## src/rtl/vector_fetch_pkg.sv

```systemverilog
// Shared definitions for the vector fetch unit.
//   state_t     : sequencer states
//   vec_src_t   : encoding of the vector source being serviced
//   VEC_*       : vector base addresses (low byte; high byte is base+1)
//   vec_base()  : maps a source to its vector base address
package vector_fetch_pkg;

  typedef enum logic [2:0] {
    START    = 3'd0,
    IDLE     = 3'd1,
    FETCH_LO = 3'd2,
    FETCH_HI = 3'd3,
    DONE     = 3'd4
  } state_t;

  typedef enum logic [1:0] {
    SRC_RESET = 2'd0,
    SRC_NMI   = 2'd1,
    SRC_BRK   = 2'd2,
    SRC_IRQ   = 2'd3
  } vec_src_t;

  localparam logic [15:0] VEC_NMI   = 16'hFFFA;
  localparam logic [15:0] VEC_RESET = 16'hFFFC;
  localparam logic [15:0] VEC_IRQ   = 16'hFFFE;

  // BRK and IRQ share a vector.
  function automatic logic [15:0] vec_base(input vec_src_t src);
    logic [15:0] base;
    case (src)
      SRC_NMI:   base = VEC_NMI;
      SRC_RESET: base = VEC_RESET;
      default:   base = VEC_IRQ;
    endcase
    return base;
  endfunction

endpackage

```

## src/rtl/vector_fetch_if.sv

```systemverilog
// Bundle between the CPU core and the vector fetch unit.
//   Requests : nmi, irq, irq_mask, brk_req, instr_boundary
//   Memory   : mem_ready (in), mem_addr, mem_rd (out)
//   PC/flags : pcl_load, pch_load, busy, set_i, vec_src (out)
// slave  = the vector fetch unit, master = the core side driving requests.
interface vector_fetch_if;
  import vector_fetch_pkg::*;

  logic        nmi;
  logic        irq;
  logic        irq_mask;
  logic        brk_req;
  logic        instr_boundary;
  logic        mem_ready;
  logic [15:0] mem_addr;
  logic        mem_rd;
  logic        pcl_load;
  logic        pch_load;
  logic        busy;
  logic        set_i;
  vec_src_t    vec_src;

  modport slave (
    input  nmi, irq, irq_mask, brk_req, instr_boundary, mem_ready,
    output mem_addr, mem_rd, pcl_load, pch_load, busy, set_i, vec_src
  );

  modport master (
    output nmi, irq, irq_mask, brk_req, instr_boundary, mem_ready,
    input  mem_addr, mem_rd, pcl_load, pch_load, busy, set_i, vec_src
  );

endinterface

```

## src/rtl/vector_fetch_nmi_latch.sv

```systemverilog
// NMI edge detector with a sticky pending flag.
//   clk, reset : clock and synchronous active-high reset
//   nmi        : raw NMI line
//   clr        : clear request (end of the NMI sequence)
//   edge_det   : combinational 0->1 detect of nmi this cycle
//   pend       : pending flag; an edge in the same cycle as clr wins
module nmi_latch (
  input  logic clk,
  input  logic reset,
  input  logic nmi,
  input  logic clr,
  output logic edge_det,
  output logic pend
);

  logic nmi_q;

  assign edge_det = nmi & ~nmi_q;

  always_ff @(posedge clk) begin
    if (reset) begin
      nmi_q <= 1'b0;
      pend  <= 1'b0;
    end else begin
      nmi_q <= nmi;
      if (edge_det)
        pend <= 1'b1;
      else if (clr)
        pend <= 1'b0;
    end
  end

endmodule

```

## src/rtl/vector_fetch.sv

```systemverilog
// Interrupt/reset vector fetch sequencer. Reads the two vector bytes and
// steers them into the PC, then requests the I flag be set.
//   clk, reset : clock and synchronous active-high reset
//   bus        : vector_fetch_if.slave (requests in, memory and PC controls out)
//
// state    | meaning
// ---------+-----------------------------------------------
// START    | one dead cycle after reset, then RESET fetch
// IDLE     | waiting for an instruction boundary + request
// FETCH_LO | reading vector low byte at base
// FETCH_HI | reading vector high byte at base+1
// DONE     | set_i pulse, clear serviced pending flag
module vector_fetch
  import vector_fetch_pkg::*;
(
  input  logic           clk,
  input  logic           reset,
  vector_fetch_if.slave  bus
);

  state_t      state;
  vec_src_t    vec_src_q;
  logic        brk_pend;
  logic        nmi_edge;
  logic        nmi_pend;
  logic        nmi_clr;
  logic        nmi_now;
  logic        brk_now;
  logic        irq_now;
  logic        in_fetch;
  logic [15:0] base;

  assign nmi_clr = (state == DONE) && (vec_src_q == SRC_NMI);

  nmi_latch u_nmi_latch (
    .clk      (clk),
    .reset    (reset),
    .nmi      (bus.nmi),
    .clr      (nmi_clr),
    .edge_det (nmi_edge),
    .pend     (nmi_pend)
  );

  // Requests arriving in the decision cycle itself count as pending.
  assign nmi_now = nmi_pend | nmi_edge;
  assign brk_now = brk_pend | bus.brk_req;
  assign irq_now = bus.irq & ~bus.irq_mask;

  always_ff @(posedge clk) begin
    if (reset) begin
      state     <= START;
      vec_src_q <= SRC_RESET;
      brk_pend  <= 1'b0;
    end else begin
      if (bus.brk_req)
        brk_pend <= 1'b1;
      else if ((state == DONE) && (vec_src_q == SRC_BRK))
        brk_pend <= 1'b0;

      case (state)
        START:    state <= FETCH_LO;
        IDLE: begin
          if (bus.instr_boundary && (nmi_now || brk_now || irq_now)) begin
            if (nmi_now)
              vec_src_q <= SRC_NMI;
            else if (brk_now)
              vec_src_q <= SRC_BRK;
            else
              vec_src_q <= SRC_IRQ;
            state <= FETCH_LO;
          end
        end
        FETCH_LO: if (bus.mem_ready) state <= FETCH_HI;
        FETCH_HI: if (bus.mem_ready) state <= DONE;
        DONE:     state <= IDLE;
        default:  state <= START;
      endcase
    end
  end

  // Outputs decode from the state register. Reset masks them immediately so
  // an in-flight fetch produces no further loads in the reset cycle.
  assign base     = vec_base(vec_src_q);
  assign in_fetch = !reset && ((state == FETCH_LO) || (state == FETCH_HI));

  assign bus.mem_rd   = in_fetch;
  assign bus.mem_addr = !in_fetch ? VEC_RESET :
                        (state == FETCH_HI) ? base + 16'd1 : base;
  assign bus.pcl_load = !reset && (state == FETCH_LO) && bus.mem_ready;
  assign bus.pch_load = !reset && (state == FETCH_HI) && bus.mem_ready;
  assign bus.busy     = reset || (state != IDLE);
  assign bus.set_i    = !reset && (state == DONE);
  assign bus.vec_src  = vec_src_q;

endmodule

```

## src/flat_wrapper.sv

```systemverilog
// flat-port wrapper written by rule: the top's interface ports become plain ports
module vector_fetch_flat import vector_fetch_pkg::*;
  (clk, reset, bus_nmi, bus_irq, bus_irq_mask, bus_brk_req, bus_instr_boundary, bus_mem_ready, bus_mem_addr, bus_mem_rd, bus_pcl_load, bus_pch_load, bus_busy, bus_set_i, bus_vec_src);
  vector_fetch_if bus_i ();
  input  logic clk;
  input  logic reset;
  input wire logic [$bits(bus_i.nmi)-1:0] bus_nmi;
  input wire logic [$bits(bus_i.irq)-1:0] bus_irq;
  input wire logic [$bits(bus_i.irq_mask)-1:0] bus_irq_mask;
  input wire logic [$bits(bus_i.brk_req)-1:0] bus_brk_req;
  input wire logic [$bits(bus_i.instr_boundary)-1:0] bus_instr_boundary;
  input wire logic [$bits(bus_i.mem_ready)-1:0] bus_mem_ready;
  output wire logic [$bits(bus_i.mem_addr)-1:0] bus_mem_addr;
  output wire logic [$bits(bus_i.mem_rd)-1:0] bus_mem_rd;
  output wire logic [$bits(bus_i.pcl_load)-1:0] bus_pcl_load;
  output wire logic [$bits(bus_i.pch_load)-1:0] bus_pch_load;
  output wire logic [$bits(bus_i.busy)-1:0] bus_busy;
  output wire logic [$bits(bus_i.set_i)-1:0] bus_set_i;
  output wire logic [$bits(bus_i.vec_src)-1:0] bus_vec_src;
  assign bus_i.nmi = bus_nmi;
  assign bus_i.irq = bus_irq;
  assign bus_i.irq_mask = bus_irq_mask;
  assign bus_i.brk_req = bus_brk_req;
  assign bus_i.instr_boundary = bus_instr_boundary;
  assign bus_i.mem_ready = bus_mem_ready;
  assign bus_mem_addr = bus_i.mem_addr;
  assign bus_mem_rd = bus_i.mem_rd;
  assign bus_pcl_load = bus_i.pcl_load;
  assign bus_pch_load = bus_i.pch_load;
  assign bus_busy = bus_i.busy;
  assign bus_set_i = bus_i.set_i;
  assign bus_vec_src = bus_i.vec_src;
  vector_fetch u_core (.clk(clk), .reset(reset), .bus(bus_i));
endmodule
```

## config.mk

```make
export PLATFORM = sky130hd
export DESIGN_NAME = vector_fetch_flat
export DESIGN_NICKNAME = d
export VERILOG_FILES = /design/src/rtl/vector_fetch_pkg.sv /design/src/rtl/vector_fetch_if.sv /design/src/rtl/vector_fetch_nmi_latch.sv /design/src/rtl/vector_fetch.sv /design/src/flat_wrapper.sv
export SDC_FILE = /design/constraint.sdc
export NUM_CORES = 1
export LEC_CHECK = 0
export BUFFER_PORTS_ARGS = -buffer_cell sky130_fd_sc_hd__clkbuf_2
export CAP_MARGIN = 40
export CORE_AREA = 2 2 46 48
export DETAILED_ROUTE_END_ITERATION = 10
export DIE_AREA = 0 0 48 50
export SYNTH_ARGS = -nofsm -noshare
export SYNTH_HDL_FRONTEND = slang
export SYNTH_SLANG_ARGS = --single-unit
```

## constraint.sdc

```tcl
create_clock -name clk -period 1.4 [get_ports clk]
set_input_delay 0.28 -clock clk [delete_from_list [all_inputs] [get_ports clk]]
set_output_delay 0.28 -clock clk [all_outputs]
set_load 0.02 [all_outputs]
```

Yosys cells after proc, flatten, opt, wreduce, memory -nomap -nowiden --
Index checks and enable logic that the tools add are counted.
Word-level totals: register bits 8, bits of input ports 8, output and inout bits 23, logic and storage cells 55
Operators by class: add/sub/neg operators 1, equal/unequal tests 10, multiplexer cells 13, bitwise operators 6, reductions and logical operators 20
Operators with widths (count):
- 16-bit 2-to-1 mux | 2
- 3-bit one-hot mux with 5 select lines | 1
- 1-bit logical AND | 9
- 3-bit 2-to-1 mux | 3
- 3-bit by 2-bit == test with 1-bit output, second input constant | 2
- 3-bit one-hot mux with 2 select lines | 1
- 4-bit by 2-bit adder with 5-bit output, second input constant | 1
- 1-bit 2-to-1 mux | 5
- 1-bit logical OR | 4
- 2-bit != test, second input constant | 2
- 2-bit nonzero test | 2
- 3-bit by 1-bit == test with 1-bit output, second input constant | 1
- 3-bit == test, second input constant | 1
- 3-bit logical NOT | 1
- 3-bit by 1-bit != test with 1-bit output, second input constant | 1
- 3-bit AND reduction | 1
- 1-bit AND | 2
- 2-bit by 1-bit == test with 1-bit output, second input constant | 1
- 2-bit == test, second input constant | 1
- 2-bit logical NOT | 1
- 2-bit 2-to-1 mux | 1
- 2-bit by 1-bit != test with 1-bit output, second input constant | 1
- 1-bit NOT | 2
- 1-bit bitwise OR | 2
- 2 further kinds | 2

Logic depth before layout (Yosys ltp) --
Gate-level depths: netlist of the first run.
depth in word-level cells 8, mapped depth 5

Cells and area by module --
From an unflattened synthesis of the first run, not the netlist that was laid out.
Second synthesis, totals: cell total of the unflattened synthesis 64, area, all modules 550.5 µm²
Modules (own cells, without submodules):
- vector_fetch | instances 1, cells each 58, area each 474.2 µm², sequential area each 120.1 µm²
- nmi_latch | instances 1, cells each 6, area each 76.3 µm², sequential area each 40.0 µm²

Worst setup path after synthesis of the first run --
Ideal clock, no wire load.
path kind in2out, start input reset, end output bus_pcl_load, arrival 1240 ps, required time 1120 ps, path slack -120 ps, cell stages on the path 4, cells stage by stage clkbuf_2 > nor2_1 > nand2_1 > nor3b_1
Between the ends: longest elaborated chain between the ends 3
Ends and longest elaborated chain:
- start: declaration | line flat_wrapper.sv:6 | input logic reset;
- 1-bit logical NOT | line vector_fetch.sv:89 | assign bus.pcl_load = !reset && (state == FETCH_LO) && bus.mem_ready;
- 1-bit logical AND (2 in a row) | line vector_fetch.sv:89
- end: declaration | line flat_wrapper.sv:15 | output wire logic [$bits(bus_i.pcl_load)-1:0] bus_pcl_load;
No other way between the ends.

Worst setup path after layout of the first run --
start register u_core.state[2], end output bus_set_i
Between the ends: longest elaborated chain between the ends 2
Ends and longest elaborated chain:
- start: declaration | line vector_fetch.sv:21 | state_t state;
- start signal: assignment | line vector_fetch.sv:51 | state <= START;
- start signal: assignment | line vector_fetch.sv:61 | START: state <= FETCH_LO;
- start signal: assignment | line vector_fetch.sv:70 | state <= FETCH_LO;
- 3-bit == test | line vector_fetch.sv:92 | assign bus.set_i = !reset && (state == DONE);
- 1-bit logical AND | line vector_fetch.sv:92
- end: declaration | line flat_wrapper.sv:18 | output wire logic [$bits(bus_i.set_i)-1:0] bus_set_i;
No other way between the ends.

==> impl_results.md, run 1 <==
* Clock Sinks at 8
* Crit end category: primary output
* Max Freq at around 640 MHz
* Max incr delay on CP at ~0.4 ns
* Min Hold Slack at between 0.2 and 0.25 ns
* GRT overflow at 0
* Crit path launch type: flop
* Sequential power share at a little over two fifths
* Hold Crit Class: primary input to flop
* Post-Route Skew at approximately 0.0014 ns
* DR vias/cell at approximately 4.3
* FP Rows at 16
* Clk_lat worst skew at about 0.26 ns
* Pre-CTS WS at between 0.02 and 0.025 ns
* CP max FO at 3
* PortBufs at 17
* CTS max path bufs at 2
* Vias at about 490
* Final Hold Fails at 0
* Internal at around 0.0004 W
* GPL Wtd Cong at 0.677
* Syn Inst Count at between 60 and 70
* CTS tree: done
* Synth top cells by count: buf_4, dfxtp_1, inv_1
* Setup CP Type: flop to primary output
* Critical path arrival at approximately 1.3 ns
* Simple-gate share of the synthesized area at about 25%
* Largest net degree at the start of global routing at 8
* First-pass GRT wire length at 1880 um
* Final worst-path cycle share at 111%
* P per Cell Area at ~770 mW/mm^2
* Req. time, crit path at roughly 1.1 ns
* Main combinational cell family by area after synthesis: simple AND/OR/NAND/NOR gates
* Total routed wirelength at between 1000 and 1500 um
* Final min period at 1.56 ns
* Failing checks: negative setup slack
* Sw Ratio at 32.6%
* Top cell type's share of synthesized area at a little under a third
* Clk Tree Root Cell: clkbuf_4
* H-tree levels at 1
* Seq/Total Area, Yosys at a little under a third
* Final instance area at between 700 and 800 um^2
* Die W at ~48 um
* Peak VDD IR at about 0.34 mV
* DR WL/cell at about 11 um
* Compound-Gate Fraction of Synth Area at 19.1%
* P&R area growth vs syn at 44.9%
* Crit path cell chain: or3b_4 > nor2_4 > buf_8
* Core footprint at ~0.0019 mm^2
* Synth Area in Adders at 0%
* Global-route usage over all layers at a little over a tenth
* Max-cap violations at 0
* Dpl cell area at 641 um^2
* Mapped cell area at approximately 530 um^2
* Area leader, netlist: dfxtp_1
* Layout cells sized above 1 at 50.6%
* Switching Power at roughly 0.00019 W
* Yosys warns at 0
* Antenna diodes at 0
* Synth cell types at 28
* Most common cell in the netlist: buf_4
* DR pass1 iterations at 4
* Post-synth EDFFs at 0
* Synth Area in XOR/XNOR at 1.65%
* Slew Viols, Final at 0
* Reg clk slew, reported paths at 0.06 ns
* Mux cell area share after synthesis at 0%
* Starting DRC count in detailed routing at 10
* Combinational Power Share at 25.6%
* Crit-path slowest cell: or3b_4
* Fin nets at 97
* Flop-to-flop setup slack at ~0.090 ns
* Register bit total from synthesis at 8
* Unrepaired setup endpoints after global routing: yes
* Worst setup margin at -0.159 ns
* Die H at around 50 um
* DRC Markers at 0
* Hold buffers post-CTS at 0
* Synthesized area per cell at roughly 8.7 um^2
* Top FF cell, synth: dfxtp_1
* Leak pwr at around 0.34 nW
* Routed Antenna Nets at 0
* Die Footprint at 0.00240 mm^2
* Inserted Clock Buffers at 3
* Vias in the first global route at 421
* Clock power share at between 30% and 40%
* Initial antenna violation count at 0
* Status: finished with violations
* Final setup viols at 3
* DP Wirelength at just under 900 um
* Async set-reset flop share out of synthesis at 0%
* Ports at 31
* Synth top area cells: dfxtp_1, buf_4, nor2b_1
* Initial core utilization at approximately 28%
[placed cells by master (no fill, tap or decap), types with 2 or more instances in the layout]
cell,synthesis,final
conb_1,1,13
clkbuf_2,1,10
buf_4,13,9
dfxtp_1,8,5
inv_1,5,4
nor2b_1,4,4
buf_6,0,4
clkbuf_4,0,3
nor2_4,0,2
a21oi_1,3,2
dfxtp_2,0,2
[power by group through the flow]
stage                     combinational, W  sequential, W  clock [W]
after floorplan                   0.000115       0.000261          0
after detailed placement          0.000135       0.000257          0
after global routing              0.000168       0.000257   0.000201
after global placement            0.000133       0.000256          0
after CTS                         0.000138       0.000253   0.000190
final                             0.000152       0.000255   0.000186
[critical path: cells and delay by family, from the launching register on]
kind                   cells  cell delay, ns
buffers and inverters      1            0.12
flip-flops                 1            0.36
AND/OR/NAND/NOR            2            0.54
[final timing paths]
check | from | endpoint | depth (start not counted)
min reg2reg | u_core.brk_pend$_SDFFE_PP0P_ | u_core.brk_pend$_SDFFE_PP0P_ | 2
min | bus_nmi | u_core.u_nmi_latch.nmi_q$_SDFF_PP0_ | 2
max | u_core.state[2]$_SDFFE_PP0P_ | bus_set_i | 3
max reg2reg | u_core.state[2]$_SDFFE_PP0P_ | u_core.brk_pend$_SDFFE_PP0P_ | 4
[cells by family (layout without fill, tap and decap cells)]
logic type	Yosys count	count (layout)
flops	8	8
xor+xnor	1	1
compound gates	13	13
simple gates	19	19
buf+inv	19	33
other cells	1	13
[through the flow]
stage	TNS, ns	cells	total power (W)	utilization [%]
final	-0.296	114	0.000593	40.3
after floorplan	0	73	0.000376	-
after global placement	0	109	0.000389	33.7
after CTS	-0.681	112	0.000581	36.4
after detailed placement	0	109	0.000391	33.7
after global routing	-0.678	114	0.000625	40.3
[final cells by class]
class,count,area [um^2]
fill,199,1130
tap,27,33.8
multi-input combinational,46,343
clock buffer,3,22.5
timing repair buffer,25,183
inverter,5,18.8
sequential,8,166
[flip-flops by register name (all words and copies together) (netlist names)]
name and cells:
u_core.u_nmi_latch.nmi_q 1, u_core.u_nmi_latch.pend 1, u_core.bus.vec_src 2, u_core.brk_pend 1, u_core.state 3
[per-layer routing]
layer | vias up | share of wire (%) | routed length (um) | GRT usage, %
li1 | 236 | - | - | -
met1 | 229 | 37 | 442 | 13.5
met2 | 25 | 54 | 644 | 16.4
met3 | 2 | 9.0 | 108 | 5.86
met4 | 0 | 0.58 | 7 | 2.70
met5 | - | 0 | 0 | 0
[repair_timing]
action,in CTS,in global routing
pin swaps,0,6
setup buffers,0,2
hold endpoints to repair,0,0
resized for setup,10,25
endpoints found under the setup margin,7,8
(Power assumes the default switching activity.)
==> inputs of run 2 (changes only) <==
CELL_PAD_IN_SITES_DETAIL_PLACEMENT = 0   (was not set)
CELL_PAD_IN_SITES_GLOBAL_PLACEMENT = 1   (was not set)
CORE_AREA = 2 2 47 49   (was 2 2 46 48)
DIE_AREA = 0 0 49 51   (was 0 0 48 50)
PLACE_DENSITY_LB_ADDON = 0.1   (was not set)
==> run 2 against run 1 <==
The run still ends with negative setup slack left. Clock power fell by 3%. Cell count rose by 1.8%. First-iteration DRC count fell by 60%. Clock-buffer cell count did not move. Sequential share of layout area fell by 0.97 points. Maximum frequency rose by 2.3%. Power rose by 1.3%. Setup slack improved by 0.035 ns. Critical path type unchanged.
==> impl_results.md, run 2 (same netlist as run 1, synthesis figures left out) <==
* Post-Route Skew at 0.00308 ns (+0.00166 ns)
* Clk Tree Root Cell: clkbuf_4
* Layout cells sized above 1 at 51.1% (+0.56 points)
* Max Freq at 656 MHz (+2.3%)
* Dpl cell area at 642 um^2 (+0.20%)
* Initial antenna violation count at 0 (unchanged)
* Most common cell after layout, fill and taps aside: conb_1
* Final instance area at 791 um^2 (+3.1%)
* P&R area growth vs syn at 49.4%
* Multi-input gate area at 343 um^2 (unchanged)
* DP Wirelength at 967 um (+8.4%)
* DR vias/cell at 4.16 (-3.7%)
* Worst setup margin at -0.124 ns (+0.0352 ns)
* Vias at 482 (-2.0%)
* Final Hold Fails at 0 (unchanged)
* Starting DRC count in detailed routing at 4 (-6)
* Most flops, register: u_core.state
* Critical path arrival at 1.24 ns (-0.04 ns)
* Inserted Clock Buffers at 3 (unchanged)
* Busiest grt layer: met2
* Unrepaired setup endpoints after global routing: yes
* Min Hold Slack at 0.248 ns (+0.000942 ns)
* Max-cap violations at 0 (unchanged)
* Peak VDD IR at 0.455 mV (+33%)
* GRT overflow at 0 (unchanged)
* H-tree levels at 1 (unchanged)
* Final worst-path cycle share at 109% (-2.5 points)
* Ports at 31 (unchanged)
* Tot Pwr at 0.000601 W (+1.3%)
* Largest net degree at the start of global routing at 8 (unchanged)
* CTS tree: done
* Fin nets at 98 (+1.0%)
* Clk_lat worst skew at 0.26 ns (about the same)
* Global-route usage over all layers at 10.8% (-0.12 points)
* Routed Antenna Nets at 0 (unchanged)
* Setup CP Type: flop to primary output
* P per Cell Area at 760 mW/mm^2 (-1.7%)
* Core footprint at 0.00206 mm^2 (+8.5%)
* Slew Viols, Final at 0 (unchanged)
* Hold Crit Class: primary input to flop
* Final setup viols at 3 (unchanged)
* First-pass GRT wire length at 1990 um (+5.5%)
* Leak pwr at 0.348 nW (+3.8%)
* Status: finished with violations
* Initial core utilization at 25.7% (-2.2 points)
* Failing checks: negative setup slack
* # fillers at 238 (+20%)
* M2 GR Usage at 17.6% (+1.1 points)
* Final min period at 1.52 ns (-0.0352 ns)
* Hold buffers post-CTS at 0 (unchanged)
* Most frequent cells in the layout: conb_1, clkbuf_2, buf_4
* Crit end category: primary output
* Global Route met1 Usage at 12.4% (-1.1 points)
* Antenna diodes at 0 (unchanged)
* Total routed wirelength at 1250 um (+4.1%)
* Reg clk slew, reported paths at 0.06 ns (about the same)
* CTS max path bufs at 2 (unchanged)
* CP max FO at 3 (unchanged)
* GPL Wtd Cong at 0.710 (+4.8%)
* Die H at 51 um (+2.0%)
* FP Rows at 17 (+1)
* Clock Sinks at 8 (unchanged)
* Crit path launch type: flop
* PortBufs at 17 (unchanged)
* DR WL/cell at 10.8 um (+2.3%)
* FF+latch area at 164 um^2 (-1.5%)
* Met3 Use GR at 5.85% (-0.013 points)
* DRC Markers at 0 (unchanged)
* DR pass1 iterations at 2 (-2)
* Die W at 49 um (+2.1%)
* Req. time, crit path at 1.12 ns (about the same)
* Vias in the first global route at 413 (-1.9%)
* Die Footprint at 0.00250 mm^2 (+4.1%)
* Max reg flops at 3 (unchanged)
[run 2: changes by cell type in the layout (fill, tap and decap cells not counted)]
cell and delta:
buf_6 +2, buf_2 -1, buf_4 -1, buf_8 +1, dfxtp_2 +1, dfxtp_4 -1
[run 2: cell type report]
class / instances / share of cell area (%)
repair buffers: 26 / 26.3
well taps: 28 / 4.43
inverters: 5 / 2.37
clock buffers: 3 / 2.85
multi-input cells: 46 / 43.4
flip-flops and latches: 8 / 20.7
[run 2: final timing paths]
check	cells past startpoint	from	slack, ns	to
hold / removal	2	bus_nmi	0.25	u_core.u_nmi_latch.nmi_q$_SDFF_PP0_
setup / recovery	3	u_core.state[2]$_SDFFE_PP0P_	-0.12	bus_set_i
hold reg to reg	2	u_core.brk_pend$_SDFFE_PP0P_	0.47	u_core.brk_pend$_SDFFE_PP0P_
setup reg to reg	4	u_core.state[2]$_SDFFE_PP0P_	0.10	u_core.bus.vec_src[0]$_SDFFE_PP0P_
[run 2: worst max-delay path, stage by stage, from the launching register on]
cell	delay, ns
dfxtp_2	0.35
or3b_4	0.40
nor2_4	0.11
buf_8	0.12
[run 2: through the flow]
stage	TNS (ns)	worst slack [ns]	utilization [%]	instances
final	-0.202	-0.124	38.3	116
after global routing	-0.473	-0.170	38.3	116
after CTS	-0.410	-0.127	34.5	113
after detailed placement	0	0.0672	31.1	110
after global placement	0	0.0418	31.1	110
after floorplan	0	0.0121	-	73
[run 2: where the power goes]
part           total [W]  internal (W)  switching (W)
registers       0.000253      0.000242      0.0000107
clock network   0.000181     0.0000984      0.0000827
logic           0.000167     0.0000693      0.0000978
[run 2: per-layer routing]
metal | up-vias | part of all wire (%)
met1 | 225 | 41
met2 | 16 | 51
met3 | 2 | 6.6
met5 | - | 0
li1 | 239 | -
met4 | 0 | 0.96
[run 2: timing repair]
| action | 4_1_cts | 5_1_grt |
|---|---|---|
| buffers inserted | 0 | 3 |
| resized for setup | 15 | 23 |
| setup endpoints to repair | 8 | 10 |
| pin swaps | 0 | 4 |
==> inputs of run 3 (changes only) <==
GPL_TIMING_DRIVEN = 0   (was not set)
PLACE_DENSITY = 0.8   (was not set)
PLACE_DENSITY_LB_ADDON = not set   (was 0.1)
==> run 3 against run 2 <==
The flow still finishes with violations (negative setup slack). Hold slack better by 0.0038 ns. Sequential share of layout area down 1.2 points. Setup slack worse by 0.026 ns. Register-to-register slack worse by 0.10 ns. Cell count up 10%. Largest power group unchanged. Highest routed layer unchanged.
==> impl_results.md, run 3 (same netlist as run 1, synthesis figures left out) <==
* Req. time, crit path at 1.12 ns (about the same)
* Clk Tree Root Cell: clkbuf_4
* Antenna diodes at 0 (unchanged)
* Final min period at 1.55 ns (+0.0261 ns)
* CTS max path bufs at 2 (unchanged)
* Total routed wirelength at 1310 um (+4.6%)
* Most flops, register: u_core.state
* Max reg flops at 3 (unchanged)
* Core footprint at 0.00206 mm^2 (unchanged)
* GPL Wtd Cong at 0.748 (+5.4%)
* Crit path cell chain: or3b_4 > nor2_4 > buf_8
* Vias in the first global route at 425 (+2.9%)
* Most common cell after layout, fill and taps aside: buf_4
* Reg clk slew, reported paths at 0.06 ns (about the same)
* Crit path launch type: flop
* Crit end category: primary output
* Max-cap violations at 0 (unchanged)
* Vias at 513 (+6.4%)
* Fin nets at 110 (+12%)
* Worst setup margin at -0.150 ns (-0.0261 ns)
* Post-Route Skew at 0.00525 ns (+0.00216 ns)
* First-pass GRT wire length at 1840 um (-7.3%)
* Largest net degree at the start of global routing at 9 (+1)
* Hold Path Stages at 2 (unchanged)
* Crit-path slowest cell: or3b_4
* Clk_lat worst skew at 0.25 ns (about the same)
* Inserted Clock Buffers at 3 (unchanged)
* Die H at 51 um (unchanged)
* Clock power share at 28.6% (-1.5 points)
* Setup CP Type: flop to primary output
* Ports at 31 (unchanged)
* Internal at 0.000427 W (+4.1%)
* Layout cells sized above 1 at 58.0% (+6.9 points)
* Max incr delay on CP at 0.41 ns (about the same)
* Final Hold Fails at 0 (unchanged)
* Peak VDD IR at 0.322 mV (-29%)
* CP max FO at 2 (-1)
* Clock Sinks at 8 (unchanged)
* FP Rows at 17 (unchanged)
* Final setup viols at 2 (-1)
* P&R area growth vs syn at 65.7%
* H-tree levels at 1 (unchanged)
* Flop-to-flop setup slack at 0 ns (-0.10 ns)
* Die Footprint at 0.00250 mm^2 (unchanged)
* Final worst-path cycle share at 111% (+1.9 points)
* Switching Power at 0.000192 W (+0.50%)
* GRT overflow at 0 (unchanged)
* PortBufs at 16 (-1)
* Status: finished with violations
* DP Wirelength at 921 um (-4.7%)
* DRC Markers at 0 (unchanged)
* Initial antenna violation count at 0 (unchanged)
* Pre-CTS WS at -0.0764 ns (-0.144 ns)
* Starting DRC count in detailed routing at 2 (-2)
* Failing checks: negative setup slack
* Routed Antenna Nets at 0 (unchanged)
* Sw Ratio at 31.1% (-0.76 points)
* Most frequent cells in the layout: buf_4, conb_1, clkbuf_2
* Die W at 49 um (unchanged)
* Critical path arrival at 1.27 ns (+0.03 ns)
* CTS tree: done
* DR pass1 iterations at 2 (unchanged)
* Initial core utilization at 25.7% (unchanged)
* R2R cell count at 5 (+1)
* Slew Viols, Final at 0 (unchanged)
* Leak pwr at 0.395 nW (+13%)
* Global-route usage over all layers at 9.47% (-1.4 points)
* DR vias/cell at 4.01 (-3.5%)
* P per Cell Area at 705 mW/mm^2 (-7.2%)
* Unrepaired setup endpoints after global routing: yes
* Sequential power share at 40.6% (-1.5 points)
* Max Freq at 645 MHz (-1.7%)
* DR WL/cell at 10.2 um (-5.2%)
* Setup TNS at -0.186 ns (+0.0157 ns)
* Hold Crit Class: primary input to flop
* Combinational Power Share at 30.8% (+3.0 points)
==> run 3: cell types whose count changed in the layout (fill, tap and decap cells not counted) <==
| cell | change |
|---|---|
| dfxtp_4 | +3 |
| buf_4 | +12 |
| buf_8 | -1 |
| nor3b_1 | -1 |
| nor3b_2 | +1 |
| buf_2 | +1 |
| buf_6 | -1 |
| dfxtp_2 | -3 |
| clkbuf_2 | +1 |
==> run 3: what timing repair did <==
item | CTS | global route
hold buffers | 0 | 0
setup endpoints to repair | 7 | 10
pin swaps | 3 | 8
resized for setup | 16 | 21
buffers inserted | 5 | 3
==> run 3: per-stage QoR <==
step	utilization (%)	instances	hold WS [ns]	area [um^2]	total power (W)
floorplan	-	73	0.402	579	0.000376
global placement	33.7	117	0.456	694	0.000403
detailed placement	33.7	117	0.466	694	0.000405
CTS	38.8	125	0.253	800	0.000598
global route	42.5	128	0.273	877	0.000646
finish	42.5	128	0.251	877	0.000619
==> run 3: layout make-up <==
class                      count  area [um^2]
fill                         221         1190
inverter                       5         18.8
timing repair buffer          24          179
multi-input combinational     46          348
tap                           28         35.0
clock buffer                   3         22.5
buffer                        14          103
sequential                     8          171
==> run 3: critical path: cells and delay by family (launching register included) <==
| family | cells | cell delay (ns) |
|---|---|---|
| DFF | 1 | 0.35 |
| and+or+nand+nor | 2 | 0.54 |
| buffers and inverters | 1 | 0.12 |
==> run 3: worst paths after layout <==
path	from	end
max reg2reg	u_core.state[1]$_SDFFE_PP0P_	u_core.bus.vec_src[0]$_SDFFE_PP0P_
min reg2reg	u_core.brk_pend$_SDFFE_PP0P_	u_core.brk_pend$_SDFFE_PP0P_
min	bus_nmi	u_core.u_nmi_latch.nmi_q$_SDFF_PP0_
max	u_core.state[1]$_SDFFE_PP0P_	bus_set_i
==> run 3: layer usage <==
layer  part of all wire (%)  track usage [%]
met5                      0                0
met4                   0.99             4.29
met3                    6.6             2.05
met2                     54             17.6
met1                     38             10.3
==> run 3: power by group through the flow <==
stage | combinational [W] | clock [W] | sequential [W]
3_3_place_gp | 0.000140 | 0 | 0.000262
6_report | 0.000191 | 0.000177 | 0.000251
3_5_place_dp | 0.000142 | 0 | 0.000263
5_1_grt | 0.000206 | 0.000188 | 0.000252
2_1_floorplan | 0.000115 | 0 | 0.000261
4_1_cts | 0.000168 | 0.000182 | 0.000248
